`src/rtl/pipe_stage_buf.sv`:
```
// Generic pipeline-stage boundary register with a 2-entry skid buffer and flush/drain bubbles.
// Optional stall/bubble performance counters are enabled with `define PIPE_STAGE_PERF_EN.
module pipe_stage_buf #(
  parameter int PAYLOAD_W = 106,
  parameter int CTRL_W = 12,
  parameter logic [CTRL_W-1:0] NOP_CTRL = {CTRL_W{1'b0}},
  parameter int CNT_W = 32
) (
  input  logic                 clk,
  input  logic                 rst,
  input  logic                 flush,
  input  logic                 in_valid,
  output logic                 in_ready,
  input  logic [PAYLOAD_W-1:0] in_payload,
  input  logic [CTRL_W-1:0]    in_ctrl,
  output logic                 out_valid,
  input  logic                 out_ready,
  output logic [PAYLOAD_W-1:0] out_payload,
  output logic [CTRL_W-1:0]    out_ctrl,
  output logic [1:0]           occupancy
`ifdef PIPE_STAGE_PERF_EN
  ,
  output logic [CNT_W-1:0]     stall_cnt,
  output logic [CNT_W-1:0]     bubble_cnt
`endif
);

  typedef enum logic [1:0] {
    EMPTY = 2'd0,
    ONE   = 2'd1,
    FULL  = 2'd2
  } state_t;

  state_t                 state;
  logic                   main_valid;
  logic [PAYLOAD_W-1:0]   main_payload;
  logic [CTRL_W-1:0]      main_ctrl;
  logic                   skid_valid;
  logic [PAYLOAD_W-1:0]   skid_payload;
  logic [CTRL_W-1:0]      skid_ctrl;
  logic                   acc;
  logic                   pop;

  assign acc         = in_valid & in_ready;
  assign pop         = main_valid & out_ready;
  assign out_valid   = main_valid;
  assign out_payload = main_payload;
  assign out_ctrl    = main_ctrl;
  assign occupancy   = state;

  // in_ready is only dropped on the ONE->FULL transition and restored when FULL drains.
  always_ff @(posedge clk) begin
    if (rst || flush) begin
      state        <= EMPTY;
      in_ready     <= 1'b1;
      main_valid   <= 1'b0;
      main_payload <= '0;
      main_ctrl    <= NOP_CTRL;
      skid_valid   <= 1'b0;
      skid_payload <= '0;
      skid_ctrl    <= NOP_CTRL;
    end else begin
      case (state)
        EMPTY: begin
          if (acc) begin
            state        <= ONE;
            main_valid   <= 1'b1;
            main_payload <= in_payload;
            main_ctrl    <= in_ctrl;
          end
        end
        ONE: begin
          if (acc && pop) begin
            main_payload <= in_payload;
            main_ctrl    <= in_ctrl;
          end else if (acc) begin
            state        <= FULL;
            in_ready     <= 1'b0;
            skid_valid   <= 1'b1;
            skid_payload <= in_payload;
            skid_ctrl    <= in_ctrl;
          end else if (pop) begin
            state      <= EMPTY;
            main_valid <= 1'b0;
            main_ctrl  <= NOP_CTRL;
          end
        end
        FULL: begin
          if (pop) begin
            state        <= ONE;
            in_ready     <= 1'b1;
            main_valid   <= skid_valid;
            main_payload <= skid_payload;
            main_ctrl    <= skid_ctrl;
            skid_valid   <= 1'b0;
            skid_ctrl    <= NOP_CTRL;
          end
        end
        default: begin
          state    <= EMPTY;
          in_ready <= 1'b1;
        end
      endcase
    end
  end

`ifdef PIPE_STAGE_PERF_EN
  // Saturating counters; flush deliberately leaves them alone so stats survive mispredicts.
  always_ff @(posedge clk) begin
    if (rst) begin
      stall_cnt  <= '0;
      bubble_cnt <= '0;
    end else begin
      if (main_valid && !out_ready && (stall_cnt != {CNT_W{1'b1}}))
        stall_cnt <= stall_cnt + CNT_W'(1);
      if (!main_valid && (bubble_cnt != {CNT_W{1'b1}}))
        bubble_cnt <= bubble_cnt + CNT_W'(1);
    end
  end
`else
  // Counters compiled out.
`endif

endmodule

```
`config.mk`:
```
export PLATFORM = sky130hd
export DESIGN_NAME = pipe_stage_buf
export DESIGN_NICKNAME = d
export VERILOG_FILES = /design/src/rtl/pipe_stage_buf.sv
export SDC_FILE = /design/constraint.sdc
export NUM_CORES = 1
export LEC_CHECK = 0
export CAP_MARGIN = 25
export CORE_MARGIN = 1
export CORE_UTILIZATION = 50
export DETAILED_ROUTE_END_ITERATION = 6
export GPL_TIMING_DRIVEN = 0
export PLACE_DENSITY = 0.82
export SYNTH_ARGS = -nofsm -noshare
export SYNTH_HDL_FRONTEND = slang
export SYNTH_SLANG_ARGS = --single-unit
```
`constraint.sdc`:
```
create_clock -name clk -period 2.8 [get_ports clk]
set_input_delay 0.42 -clock clk [delete_from_list [all_inputs] [get_ports clk]]
set_output_delay 0.42 -clock clk [all_outputs]
set_load 0.01 [all_outputs]
```
==> results of run 1 <==
-- power groups by stage --
stage | sequential (W) | combinational (W) | clock [W]
4_1_cts | 0.00361 | 0.00114 | 0.00347
3_3_place_gp | 0.00368 | 0.00111 | 0
2_1_floorplan | 0.00372 | 0.000540 | 0
3_5_place_dp | 0.00368 | 0.00113 | 0
5_1_grt | 0.00362 | 0.00123 | 0.00362
6_report | 0.00361 | 0.00114 | 0.00344
-- flip-flops by register name (all words and copies together) (netlist names) --
| signal | cells |
|---|---|
| skid_valid | 1 |
| out_ctrl | 12 |
| occupancy | 2 |
| skid_payload | 106 |
| skid_ctrl | 12 |
| in_ready | 1 |
| out_payload | 106 |
| out_valid | 1 |
-- synth_stat cells (all sizes together) --
cell / n
a211oi: 106
a21boi: 1
a21o: 1
a21oi: 113
a221o: 2
a221oi: 13
a22oi: 12
a31o: 1
and2: 1
and3: 1
buf: 45
clkbuf: 60
dfxtp: 241
ha: 4
inv: 3
mux2: 1
mux2i: 106
nand2: 216
nand3: 3
nand4b: 2
nor2: 28
nor3: 107
nor4: 1
o21a: 1
o21ai: 15
o21bai: 1
o22a: 1
or2: 3
or3: 1
or4: 1
-- final timing paths --
kind | start | depth (start not counted) | slack [ns] | to
min | skid_payload[74] | 2 | 0.45 | skid_payload[74]
max | occupancy[0] | 10 | 0.24 | out_payload[38]
max reg2reg | occupancy[0] | 10 | 0.24 | out_payload[38]
min reg2reg | skid_payload[74] | 2 | 0.45 | skid_payload[74]
-- cell families (layout without fill, tap and decap cells) --
group                    count (synthesis)  in the layout
AO/OA/AOI/OAI                          267            267
adder cells (fa/ha/maj)                  4              4
buffers and inverters                  108            397
flip-flops                             241            241
multiplexers                           107            107
other                                    0              1
AND/OR/NAND/NOR                        364            364
-- metal layers --
metal,up-vias,GRT usage,part of all wire
met5,-,0,0
met3,75,0.0389,0.063
met2,366,0.478,0.48
li1,4423,-,-
met4,0,0.110,0.036
met1,4405,0.361,0.42
-- final cells by class --
cell class | instances | area (µm²)
antenna | 1 | 2.50
multi-input combinational | 742 | 4590
tap | 265 | 332
clock inverter | 6 | 87.6
sequential | 241 | 4820
buffer | 105 | 483
timing repair buffer | 243 | 2430
inverter | 3 | 11.3
fill | 1487 | 5910
clock buffer | 40 | 782
-- worst register-to-register path, delay by kind of cell, from the launching register on --
kind / cells / cell delay (ns)
fa+ha+maj: 1 / 0.20
simple gates: 2 / 0.36
compound gates: 2 / 0.59
buf+inv: 5 / 0.85
flops: 1 / 0.40
-- stage by stage --
| stage | cell area (µm²) | power, W |
|---|---|---|
| floorplan | 9910 | 0.00426 |
| global placement | 12700 | 0.00479 |
| detailed placement | 12700 | 0.00481 |
| CTS | 13500 | 0.00822 |
| global route | 13500 | 0.00847 |
| finish | 13500 | 0.00820 |
==> impl_metrics.tcl, run 1 <==
set metrics [dict create \
    outcome "finished, final reports clean" \
    path_class "flop to flop" \
    cp_top_family "buffers and inverters" \
    max_freq_mhz 390 \
    synth-simple-area-share 0.156 \
    relSlewSlack 0.443 \
    grt_pass1_wl_um 45600 \
    grt_max_degree 14 \
    worstPathCellList "inv_1 > ha_1 > buf_4 > nand4b_1 > a21oi_2 > or2_1 > buf_2 > buf_6 > buf_6 > a211oi_2" \
    cpPeakStageDelay_ns 0.50 \
    die_h_um 143 \
    worstMarginPinSlew_ns 0.836 \
    cp-end-kind "flop" \
    dp.cells 1599 \
    synth_top_area_cell "dfxtp_1" \
    critPathMaxFanout 10 \
    cts_resized 0 \
    grt_pass1_vias 8823 \
    hold_class "flop to flop" \
    cp-start-kind "flop" \
    cp_data_required_time_ns 3.16 \
    ir_worst_vdd_mv 0.395 \
    fin_util 0.696 \
    sequentialPowerShare 0.441 \
    clk_latency_ns 0.52 \
    dr_total_vias 9269 \
    synth_cell_types 39 \
    finalHoldWorstSlack_ns 0.453 \
    rsz0062_at_grt "false" \
    overflow 0 \
    period_share 0.915 \
    area_growth_pct 36.7 \
    p_clk_frac 0.420 \
    critPathMostFrequentCell "buf_6" \
    ys_seq_area_frac 0.487 \
    post_synth.cell_area_avg_um2 9.09 \
    maxSlewViolCount 0 \
    fin_cells 1646 \
    swShare 0.245 \
    avgViaCountPerCell 5.63 \
    die_area_um2 20400 \
    drt_first_pass_iters 5 \
    synth_area_leaders "dfxtp_1, mux2i_1, nand2_1, a21oi_1, nor3_1" \
    p_int_w 0.00619 \
    worstPathArrival_ns 2.92 \
    drtIter0Drc 503 \
    p_per_area_nw_per_um2 605 \
    gp_congestion 0.828 \
    antenna_found_initial 1 \
    h-tree-depth 1 \
    cts_inserted_buffers 25 \
    maxCapViolCount 0 \
    clockBufferDepth 3 \
    slowest_stage "a21oi_2" \
    p_leak_nw 4.37 \
    cts-hold-fix-buffers 0 \
    synthAdderAreaFrac 0.00505 \
    cts_setup_buffers 0 \
    die_x_um 143 \
    synth-seq-cells 241 \
    yosys_warnings 0 \
    fin_tns_setup_ns 0 \
    cts_tree "done" \
    synth_top_family_by_area "compound AO/OA/AOI/OAI gates" \
    synth_area_um2 9910 \
    synth_cells 1091 \
    synth_top_area_share 0.487 \
    critPathBufInv 5 \
    portBuffers 243 \
    start_util 0.509 \
    synth_compound_area_frac 0.194 \
    coreArea_um2 19500 \
    final_nets 1488 \
    synth_xor_area_frac 0 \
    finalSetupViolCount 0 \
    synth_mux_area_frac 0.108 \
    cts-root-buf "clkbuf_16" \
    drive_gt1_frac 0.0913 \
    dp_hpwl_um 20000 \
    drc 0 \
    dp_slack_ns 0.0716 \
    setup_ws_ns 0.239 \
    clk_pin_slew_worst_paths_ns 0.06 \
    synth_nets 1218 \
    p_switching_w 0.00201 \
    finalWirelength_um 29300 \
    clock_sinks 241 \
    grt_use_total 0.281 \
    finalHoldViolCount 0 \
    antenna_left 0 \
    clock_skew_ns 0.0145 \
    io_pins 245 \
    num_rows 51 \
    final_common_cell "clkdlybuf4s50_1" \
    post-route-min-period_ns 2.56 \
    comb_power_share 0.139 \
    mostFrequentLayoutCells "clkdlybuf4s50_1, dfxtp_1, nand2_1" \
    wire_per_inst_um 17.8 \
]
(Power assumes the default switching activity.)
==> run 2: changes to the inputs <==
- PLACE_DENSITY: 0.82 -> 0.81
==> run 2 against run 1 <==
  * Via count shrank 1.8%
  * Register-to-register slack gained 0.03 ns
  * Final cell count shrank 0.18%
  * Highest routed layer unchanged
  * Total power shrank 0.69%
  * Critical path type unchanged
  * Critical path depth is the same
  * Clock power shrank 1%
  * Clock skew shrank 0.0041 ns
  * First-iteration DRC count shrank 3.4%
  * Count of clock-buffer cells in the layout shrank 5
  * Non-clock buffer count is the same
  * Global-route usage shrank 0.80 points
==> impl_metrics.tcl, run 2 (synthesis gave the netlist of run 1 again) <==
set metrics [dict create \
    gp_congestion 0.814 \
    cts-hold-fix-buffers 0 \
    worstMarginPinSlew_ns 0.826 \
    dr_total_vias 9105 \
    grt_pass1_wl_um 44400 \
    drc 0 \
    final_nets 1487 \
    io_pins 245 \
    finalHoldViolCount 0 \
    wire_per_inst_um 17.3 \
    antenna_left 0 \
    p_leak_nw 4.36 \
    clockBufferDepth 3 \
    critPathMaxFanout 10 \
    drive_gt1_frac 0.0900 \
    finalWirelength_um 28400 \
    ir_worst_vdd_mv 0.486 \
    die_h_um 143 \
    h-tree-depth 1 \
    outcome "finished, final reports clean" \
    worstPathCellList "inv_1 > ha_1 > buf_4 > nand4b_1 > a21oi_2 > or2_1 > buf_2 > buf_6 > buf_6 > a211oi_2" \
    dp_hpwl_um 19900 \
    grt_pass1_vias 8833 \
    die_area_um2 20400 \
    avgViaCountPerCell 5.54 \
    path_class "flop to flop" \
    num_rows 51 \
    start_util 0.509 \
    cts_resized 0 \
    p_per_area_nw_per_um2 602 \
    mostFrequentLayoutCells "clkdlybuf4s50_1, dfxtp_1, nand2_1" \
    final_area_um2 13500 \
    clk_pin_slew_worst_paths_ns 0.06 \
    drtIter0Drc 486 \
    cts_setup_buffers 0 \
    cpPeakStageDelay_ns 0.49 \
    clk_latency_ns 0.51 \
    finalHoldWorstSlack_ns 0.453 \
    diodes 0 \
    cp-end-kind "flop" \
    maxCapViolCount 0 \
    cp_data_required_time_ns 3.15 \
    antenna_found_initial 1 \
    coreArea_um2 19500 \
    grt_use_total 0.274 \
    fin_tns_setup_ns 0 \
    critPathMostFrequentCell "buf_6" \
    cts_tree "done" \
    post-route-min-period_ns 2.53 \
    worstPathArrival_ns 2.89 \
    slowest_stage "a21oi_2" \
    cp-start-kind "flop" \
    max_freq_mhz 395 \
    relSlewSlack 0.449 \
    final_common_cell "clkdlybuf4s50_1" \
    rsz0062_at_grt "false" \
    die_x_um 143 \
    drt_first_pass_iters 5 \
    grt_max_degree 15 \
    maxSlewViolCount 0 \
    placed_area_um2 12700 \
    cts-root-buf "clkbuf_16" \
    portBuffers 243 \
    clock_skew_ns 0.0103 \
    hold_class "flop to flop" \
    overflow 0 \
    period_share 0.904 \
    finalSetupViolCount 0 \
    clock_sinks 241 \
    cts_inserted_buffers 24 \
    area_growth_pct 36.4 \
]
## run 2: changes by cell type in the layout (fill, tap and decap cells not counted), sizes merged
cell	before	now
clkbuf	100	95
clkinv	3	5
bufinv	2	3
diode	1	0
## run 2: routing by layer
layer | track usage | up-vias | routed length, µm | share of wire
li1 | - | 4421 | - | -
met1 | 0.350 | 4304 | 12000 | 0.42
met2 | 0.460 | 304 | 13600 | 0.48
met3 | 0.0476 | 76 | 1740 | 0.061
met4 | 0.104 | 0 | 978 | 0.034
met5 | 0 | - | 0 | 0
## run 2: final timing paths
kind / from / to / slack, ns / cells past startpoint
max: occupancy[0] / out_payload[38] / 0.27 / 10
min: skid_payload[23] / skid_payload[23] / 0.45 / 2
max reg2reg: occupancy[0] / out_payload[38] / 0.27 / 10
min reg2reg: skid_payload[23] / skid_payload[23] / 0.45 / 2
## run 2: area by class of cell
type | count | area [µm²]
Fill cell | 1525 | 5950
Inverter | 3 | 11.3
Timing Repair Buffer | 243 | 2430
Buffer | 105 | 483
Multi-Input combinational cell | 742 | 4590
Clock buffer | 35 | 713
Clock inverter | 9 | 128
Tap cell | 265 | 332
Sequential cell | 241 | 4820
## run 2: power breakdown
part,internal (W),switching [W]
Combinational,0.000549,0.000584
Clock,0.00205,0.00135
Sequential,0.00354,0.0000667
## run 2: worst max-delay path: cells and delay by family, from the launching register on
| kind | cells | cell delay, ns |
|---|---|---|
| AOI/OAI and AO/OA | 2 | 0.58 |
| buffers and inverters | 5 | 0.85 |
| DFF | 1 | 0.40 |
| and+or+nand+nor | 2 | 0.35 |
| adders and majority gates | 1 | 0.20 |
## run 2: stage by stage
stage | worst slack [ns] | power [W] | cells | util
floorplan | 0.788 | 0.00426 | 1091 | -
global placement | 0.141 | 0.00479 | 1599 | 0.651
detailed placement | 0.107 | 0.00481 | 1599 | 0.651
CTS | 0.240 | 0.00817 | 1643 | 0.695
global route | 0.0866 | 0.00843 | 1643 | 0.695
finish | 0.269 | 0.00814 | 1643 | 0.695
